<file path="src/rtl/ace_mem_pkg.sv">
// Shared memory-subsystem definitions: RAM geometry defaults and the
// owner tag carried through the arbiter's read-return pipeline.
package ace_mem_pkg;

  localparam int RAM_AW = 15;
  localparam int RAM_DW = 8;

  typedef enum logic [1:0] {
    OWN_NONE = 2'd0,
    OWN_CPU  = 2'd1,
    OWN_VID  = 2'd2
  } owner_e;

endpackage

</file>
<file path="src/rtl/arb_starve_cnt.sv">
// Saturating counter of consecutive refused CPU cycles; o_full forces a CPU slot.
module arb_starve_cnt #(
  parameter int LIMIT = 4
) (
  input  logic clk,
  input  logic rst_n,
  input  logic i_inc,
  input  logic i_clr,
  output logic o_full
);

  localparam int CW = $clog2(LIMIT + 1);

  logic [CW-1:0] r_cnt;
  logic          w_full;

  assign w_full = (r_cnt == CW'(LIMIT));
  assign o_full = w_full;

  // Clear has priority so a CPU handshake on a forced cycle releases the force.
  always_ff @(posedge clk or negedge rst_n) begin
    if (!rst_n) begin
      r_cnt <= '0;
    end else if (i_clr) begin
      r_cnt <= '0;
    end else if (i_inc && !w_full) begin
      r_cnt <= r_cnt + CW'(1);
    end
  end

endmodule

</file>
<file path="src/rtl/ram_arbiter.sv">
// Arbitrates one single-port synchronous RAM between the Z80 CPU and video fetch,
// video first with a starvation guard, returning reads 2 cycles after handshake.
module ram_arbiter
  import ace_mem_pkg::*;
#(
  parameter int AW           = RAM_AW,
  parameter int DW           = RAM_DW,
  parameter int STARVE_LIMIT = 4
) (
  input  logic          clk,
  input  logic          rst_n,
  input  logic          cpu_req,
  input  logic          cpu_we,
  input  logic [AW-1:0] cpu_addr,
  input  logic [DW-1:0] cpu_din,
  output logic          cpu_gnt,
  output logic          cpu_wait,
  output logic          cpu_rvalid,
  output logic [DW-1:0] cpu_dout,
  input  logic          vid_req,
  input  logic [AW-1:0] vid_addr,
  output logic          vid_gnt,
  output logic          vid_rvalid,
  output logic [DW-1:0] vid_dout,
  output logic          ram_ce,
  output logic          ram_we,
  output logic [AW-1:0] ram_a,
  output logic [DW-1:0] ram_din,
  input  logic [DW-1:0] ram_dout
);

  logic          w_force;
  logic          w_cpu_gnt;
  logic          w_vid_gnt;
  logic          w_cpu_hs;
  logic          w_vid_hs;
  owner_e        w_own;

  logic          r_ce;
  logic          r_we;
  logic [AW-1:0] r_a;
  logic [DW-1:0] r_din;
  owner_e        r_own1;
  owner_e        r_own2;

  arb_starve_cnt #(
    .LIMIT (STARVE_LIMIT)
  ) u_starve (
    .clk    (clk),
    .rst_n  (rst_n),
    .i_inc  (cpu_req & ~w_cpu_gnt),
    .i_clr  (~cpu_req | w_cpu_gnt),
    .o_full (w_force)
  );

  // Grants are gated by rst_n so nothing can be granted while reset is held.
  always_comb begin
    w_vid_gnt = rst_n & vid_req & ~w_force;
    w_cpu_gnt = rst_n & cpu_req & (~vid_req | w_force);
    w_cpu_hs  = cpu_req & w_cpu_gnt;
    w_vid_hs  = vid_req & w_vid_gnt;
    w_own     = OWN_NONE;
    if (w_cpu_hs && !cpu_we) begin
      w_own = OWN_CPU;
    end else if (w_vid_hs) begin
      w_own = OWN_VID;
    end
  end

  // RAM drive is registered; a/din keep their last value on idle cycles.
  always_ff @(posedge clk or negedge rst_n) begin
    if (!rst_n) begin
      r_ce   <= 1'b0;
      r_we   <= 1'b0;
      r_a    <= '0;
      r_din  <= '0;
      r_own1 <= OWN_NONE;
      r_own2 <= OWN_NONE;
    end else begin
      r_ce   <= w_cpu_hs | w_vid_hs;
      r_we   <= w_cpu_hs & cpu_we;
      r_own1 <= w_own;
      r_own2 <= r_own1;
      if (w_cpu_hs) begin
        r_a   <= cpu_addr;
        r_din <= cpu_din;
      end else if (w_vid_hs) begin
        r_a   <= vid_addr;
        r_din <= '0;
      end
    end
  end

  assign cpu_gnt    = w_cpu_gnt;
  assign vid_gnt    = w_vid_gnt;
  assign cpu_wait   = cpu_req & ~w_cpu_gnt;
  assign cpu_rvalid = (r_own2 == OWN_CPU);
  assign vid_rvalid = (r_own2 == OWN_VID);
  assign cpu_dout   = ram_dout;
  assign vid_dout   = ram_dout;
  assign ram_ce     = r_ce;
  assign ram_we     = r_we;
  assign ram_a      = r_a;
  assign ram_din    = r_din;

endmodule
</file>
<file path="config.mk">
export PLATFORM = sky130hd
export DESIGN_NAME = ram_arbiter
export DESIGN_NICKNAME = d
export VERILOG_FILES = /design/src/rtl/ace_mem_pkg.sv /design/src/rtl/arb_starve_cnt.sv /design/src/rtl/ram_arbiter.sv
export SDC_FILE = /design/constraint.sdc
export NUM_CORES = 1
export LEC_CHECK = 0
export CORE_ASPECT_RATIO = 0.6
export CORE_MARGIN = 2
export CORE_UTILIZATION = 40
export CTS_CLUSTER_DIAMETER = 30
export DETAILED_ROUTE_END_ITERATION = 10
export GPL_ROUTABILITY_DRIVEN = 0
export PLACE_DENSITY = 0.85
export REMOVE_ABC_BUFFERS = 1
export SLEW_MARGIN = 40
export SYNTH_ARGS = -nofsm -noshare
export SYNTH_HDL_FRONTEND = slang
export SYNTH_SLANG_ARGS = --single-unit
</file>
<file path="constraint.sdc">
create_clock -name clk -period 2.85 [get_ports clk]
set_clock_uncertainty 0.15 [all_clocks]
set_input_delay 0.7125 -clock clk [delete_from_list [all_inputs] [get_ports clk]]
set_output_delay 0.7125 -clock clk [all_outputs]
set_load 0.005 [all_outputs]
</file>
# ---- Word-level counts from Yosys, hierarchy flattened
# Cells that the tools add are included.
dict set report word_totals {
  ff_bits 32
  inputBits 51
  out_inout_bits 46
}
dict set report op_classes {
  n_addsub 1
  n_bitwise 15
  eq_ne 3
  reduce_logical 6
  muxes 8
}
# op count
set op_table {}
lappend op_table {{15-bit 2-to-1 mux} 2}
lappend op_table {{8-bit 2-to-1 mux} 2}
lappend op_table {{1-bit bitwise AND} 8}
lappend op_table {{3-bit 2-to-1 mux} 2}
lappend op_table {{2-bit 2-to-1 mux} 2}
lappend op_table {{1-bit NOT} 4}
lappend op_table {{2-bit nonzero test} 2}
lappend op_table {{3-bit by 1-bit adder with 3-bit output, second input constant} 1}
lappend op_table {{3-bit == test, second input constant} 1}
lappend op_table {{1-bit OR} 3}
lappend op_table {{2-bit by 1-bit == test with 1-bit output, second input constant} 1}
lappend op_table {{2-bit == test, second input constant} 1}
lappend op_table {{1-bit logical AND} 2}
lappend op_table {{1-bit logical NOT} 2}

# ---- Longest topological paths before layout
dict set report depth {
  depth_word 8
  ltp_mapped 7
  depth_no_buf 6
}

# ---- By module
# Synthesis repeated with hierarchy kept, for this count alone.
dict set report unflattened {
  cells_unflattened 154
  area_unflattened_um2 1626.6
}
# mod n_inst area_each_um2 cells_per_inst
set modules_own_cells {}
lappend modules_own_cells {ram_arbiter 1 1433.9 136}
lappend modules_own_cells {arb_starve_cnt 1 192.7 18}

# ---- Worst setup path before layout
# OpenSTA, ideal clock, no wires.
dict set report synth_timing {
  path_kind {input-to-output}
  start {input vid_req}
  end {output vid_gnt}
  path_slack_ns 0.680
  arrival_time_ns 1.308
  path_stages 3
  path_cell_list {a21boi_4 -> buf_2 -> and2_1}
}
dict set report synth_via {
  elab_chain_cells 2
}
# element line
set synth_lines {}
lappend synth_lines {{start: declaration} ram_arbiter.sv:20} ;# input logic vid_req,
lappend synth_lines {{1-bit bitwise AND (2 in a row)} ram_arbiter.sv:58} ;# w_vid_gnt = rst_n & vid_req & ~w_force;
lappend synth_lines {{end: declaration} ram_arbiter.sv:22} ;# output logic vid_gnt,
# Every way passes these cells.

# ---- Worst setup path in the final report
dict set report layout_timing {
  start {input vid_req}
  end {output cpu_gnt}
}
dict set report layout_via {
  elab_chain_cells 3
}
# element line
set layout_lines {}
lappend layout_lines {{1-bit NOT} ram_arbiter.sv:59} ;# w_cpu_gnt = rst_n & cpu_req & (~vid_req | w_force);
lappend layout_lines {{1-bit OR} ram_arbiter.sv:59}
lappend layout_lines {{1-bit bitwise AND} ram_arbiter.sv:59}
lappend layout_lines {{end: declaration} ram_arbiter.sv:16} ;# output logic cpu_gnt,
# Every way passes these cells.

==> run metrics <==
Antenna Nets Post-Route 0; # DRC 0; Final setup viols 0; Max Cap Violations 0; DR vias/cell about 5.3; Tcrit/Tclk final ~97%; Reg2Reg Capture Point ram_a[14]$_DFFE_PN0P_; worst-path cell chain clkdlybuf4s50_1, a21bo_2, nand3_2, buf_4, inv_4, dlygate4sd2_1; Syn-to-layout area delta 47.09%; Leak about 1.0 nW; Crit. End Element output port; Ports between 90 and 100; Worst Path Required a little under 2000 ps; status complete, no violations; Layout Nets between 200 and 300; worst hold slack between 150 and 200 ps; total power between 1 and 1.5 mW; Hold Fails Final Rpt 0; worst setup path category in -> out; Vert. Die Dim roughly 54 um; max_slew headroom ~80%; Critical Path Fanout Max 2; pin count of the biggest net entering global routing 34; slowest stage delay, CP between 400 and 500 ps; hold-fix buffers at CTS 0; Max Fclk between 300 and 400 MHz; All-Layer GR Usage 19.04%; startpoint class of the critical path input pin; Diodes inserted 0; Die X 86.52 um; CP max stage cell clkdlybuf4s50_1; R2R Path Start u_starve.r_cnt[0]$_DFFE_PN0P_; Port Buffers 72; Clock Pin Slew Worst Setup and Hold Paths 60 ps; Starting Density 43.16%; Max Root-Sink Buffers 2; Critical Path AT between 1500 and 2000 ps; worst-margin pin slew ~330 ps; Die ar. around 4600 um^2; total power divided by cell area 482.9 nW/um^2; DR pass1 iterations 4; gr ovfl total 0; clk sinks 32; Final Max Tran Viols 0; Tightest Hold Check Type reg -> reg; core box area roughly 3800 um^2; root buffer cell clkbuf_8; post-synth cell types 29; most common cell after layout, fill and taps aside clkdlybuf4s50_1; layout cells sized above 1 approximately an eighth; Max VDD drop around 0.3 mV; r2r setup slk between 900 and 1000 ps; Mapped Cells about 140; num rows 17; initial antenna violation count 0; CTS tree done; Mapped Area roughly 1600 um^2; FF+latch count, synth 32; Syn Area/Cell ~12 um^2; CTS H-tree lvls 2; FF-to-FF path depth 7; cts bufs inserted 5; via count 1321; Endpoint, Worst Hold r_own2[1]$_DFF_PN0_; Total Routed Length slightly above 4000 um; hold path startpoint r_own1[1]$_DFF_PN0_; WL/cell roughly 17 um; Clk Latency, worst-skew pair ~280 ps; hpwl dp 3042 um; DR iter-0 viols between 50 and 60; vias in the first global route 1411; RSZ-0062 raised after global routing no; most frequent cells in the layout clkdlybuf4s50_1 (68), dfrtp_1 (32), nand3b_1 (14), nand4b_1 (13), o211a_1 (13); Worst Hold Depth 0; Yosys warning count 0; global-route wire length before repair around 6600 um; sequential share of the synthesized area between 40% and 50%; Final min period ~2800 ps
[state kept, by name, summed over array words and instances (netlist names)]
name / flops
ram_we: 1
ram_din: 8
u_starve.r_cnt: 3
r_own1: 2
ram_a: 15
r_own2: 2
ram_ce: 1
[metal layers]
metal	vias to the layer above	share of wire (%)	global-route usage, %
met3	8	10	9.360
met2	79	46	31.28
met1	616	43	21.62
met5	-	0	0
li1	618	-	-
met4	0	1.2	7.813
[through the flow]
| step | instances | setup TNS, ps | utilization (%) | cell area [um^2] | worst slack [ps] |
|---|---|---|---|---|---|
| global placement | 242 | -308.3 | 61.20 | 2317 | -141.5 |
| floorplan | 112 | 0 | - | 1460 | 610.6 |
| CTS | 250 | 0 | 63.48 | 2404 | 79.22 |
| global route | 250 | 0 | 63.48 | 2404 | 40.42 |
| detailed placement | 242 | -305.1 | 61.20 | 2317 | -150.8 |
| finish | 250 | 0 | 63.48 | 2404 | 87.90 |
[how the worst max path moves through the flow]
stage | from | to | slack [ps] | cells past startpoint
5_1_grt | vid_req | cpu_gnt | 40 | 6
6_report | vid_req | cpu_gnt | 90 | 6
4_1_cts | vid_req | cpu_gnt | 80 | 6
3_5_place_dp | vid_req | cpu_wait | -150 | 5
3_3_place_gp | vid_req | cpu_wait | -140 | 5
2_1_floorplan | vid_req | cpu_wait | 610 | 3
[report_power, final]
part           switching [mW]  leakage (nW)  internal (mW)
sequential             0.0261         0.390          0.501
combinational           0.100         0.609          0.185
clock                   0.152        0.0455          0.197
[synth_stat cells]
cell type  number  area [um^2]
dfrtp_1        32        800.8
buf_4          17        127.6
nand3b_1       14        105.1
nand4b_1       13        113.9
o211a_1        13        130.1
a22o_1          8        70.07
and2_1          4        25.02
clkbuf_1        4        15.01
inv_1           4        15.01
buf_2           3        15.01
a211oi_2        2        25.02
and3_1          2        12.51
ha_1            2        25.02
nand2_1         2        7.510
nor2b_1         2        12.51
nor3_1          2        10.01
nor3b_1         2        15.01
a21bo_2         1        10.01
a21boi_4        1        18.77
buf_6           1        11.26
clkbuf_2        1        5.000
inv_2           1        3.750
inv_4           1        6.260
mux2_2          1        11.26
nand3_2         1        10.01
nor2_1          1        3.750
o2111a_1        1        11.26
o21ai_2         1        8.760
xnor2_1         1        8.760
[logic make-up after synthesis]
| family | share of synthesized area, % |
|---|---|
| buf+inv | 12.17 |
| compound gates | 16.77 |
| flops | 49.00 |
| fa+ha+maj | 1.531 |
| xor+xnor | 0.5361 |
| mux | 0.6891 |
| simple gates | 19.29 |
[timing repair]
action	CTS	global route
hold endpoints to repair	0	0
setup buffers	0	0
setup endpoints to repair	3	0
resized for setup	3	0
[worst max-delay path: cells and delay by family]
kind	cells	cell delay, ps
buffers and inverters	4	880
AO/OA/AOI/OAI	1	240
AND/OR/NAND/NOR	1	70
[cell type report]
cell class	instances	area, um^2
Multi-Input combinational cell	74	634.4
Tap cell	47	58.81
Fill cell	305	1383
Inverter	6	25.02
Clock buffer	8	90.09
Timing Repair Buffer	83	794.5
Sequential cell	32	800.8
Note: power is estimated with default switching activity, not from simulation.
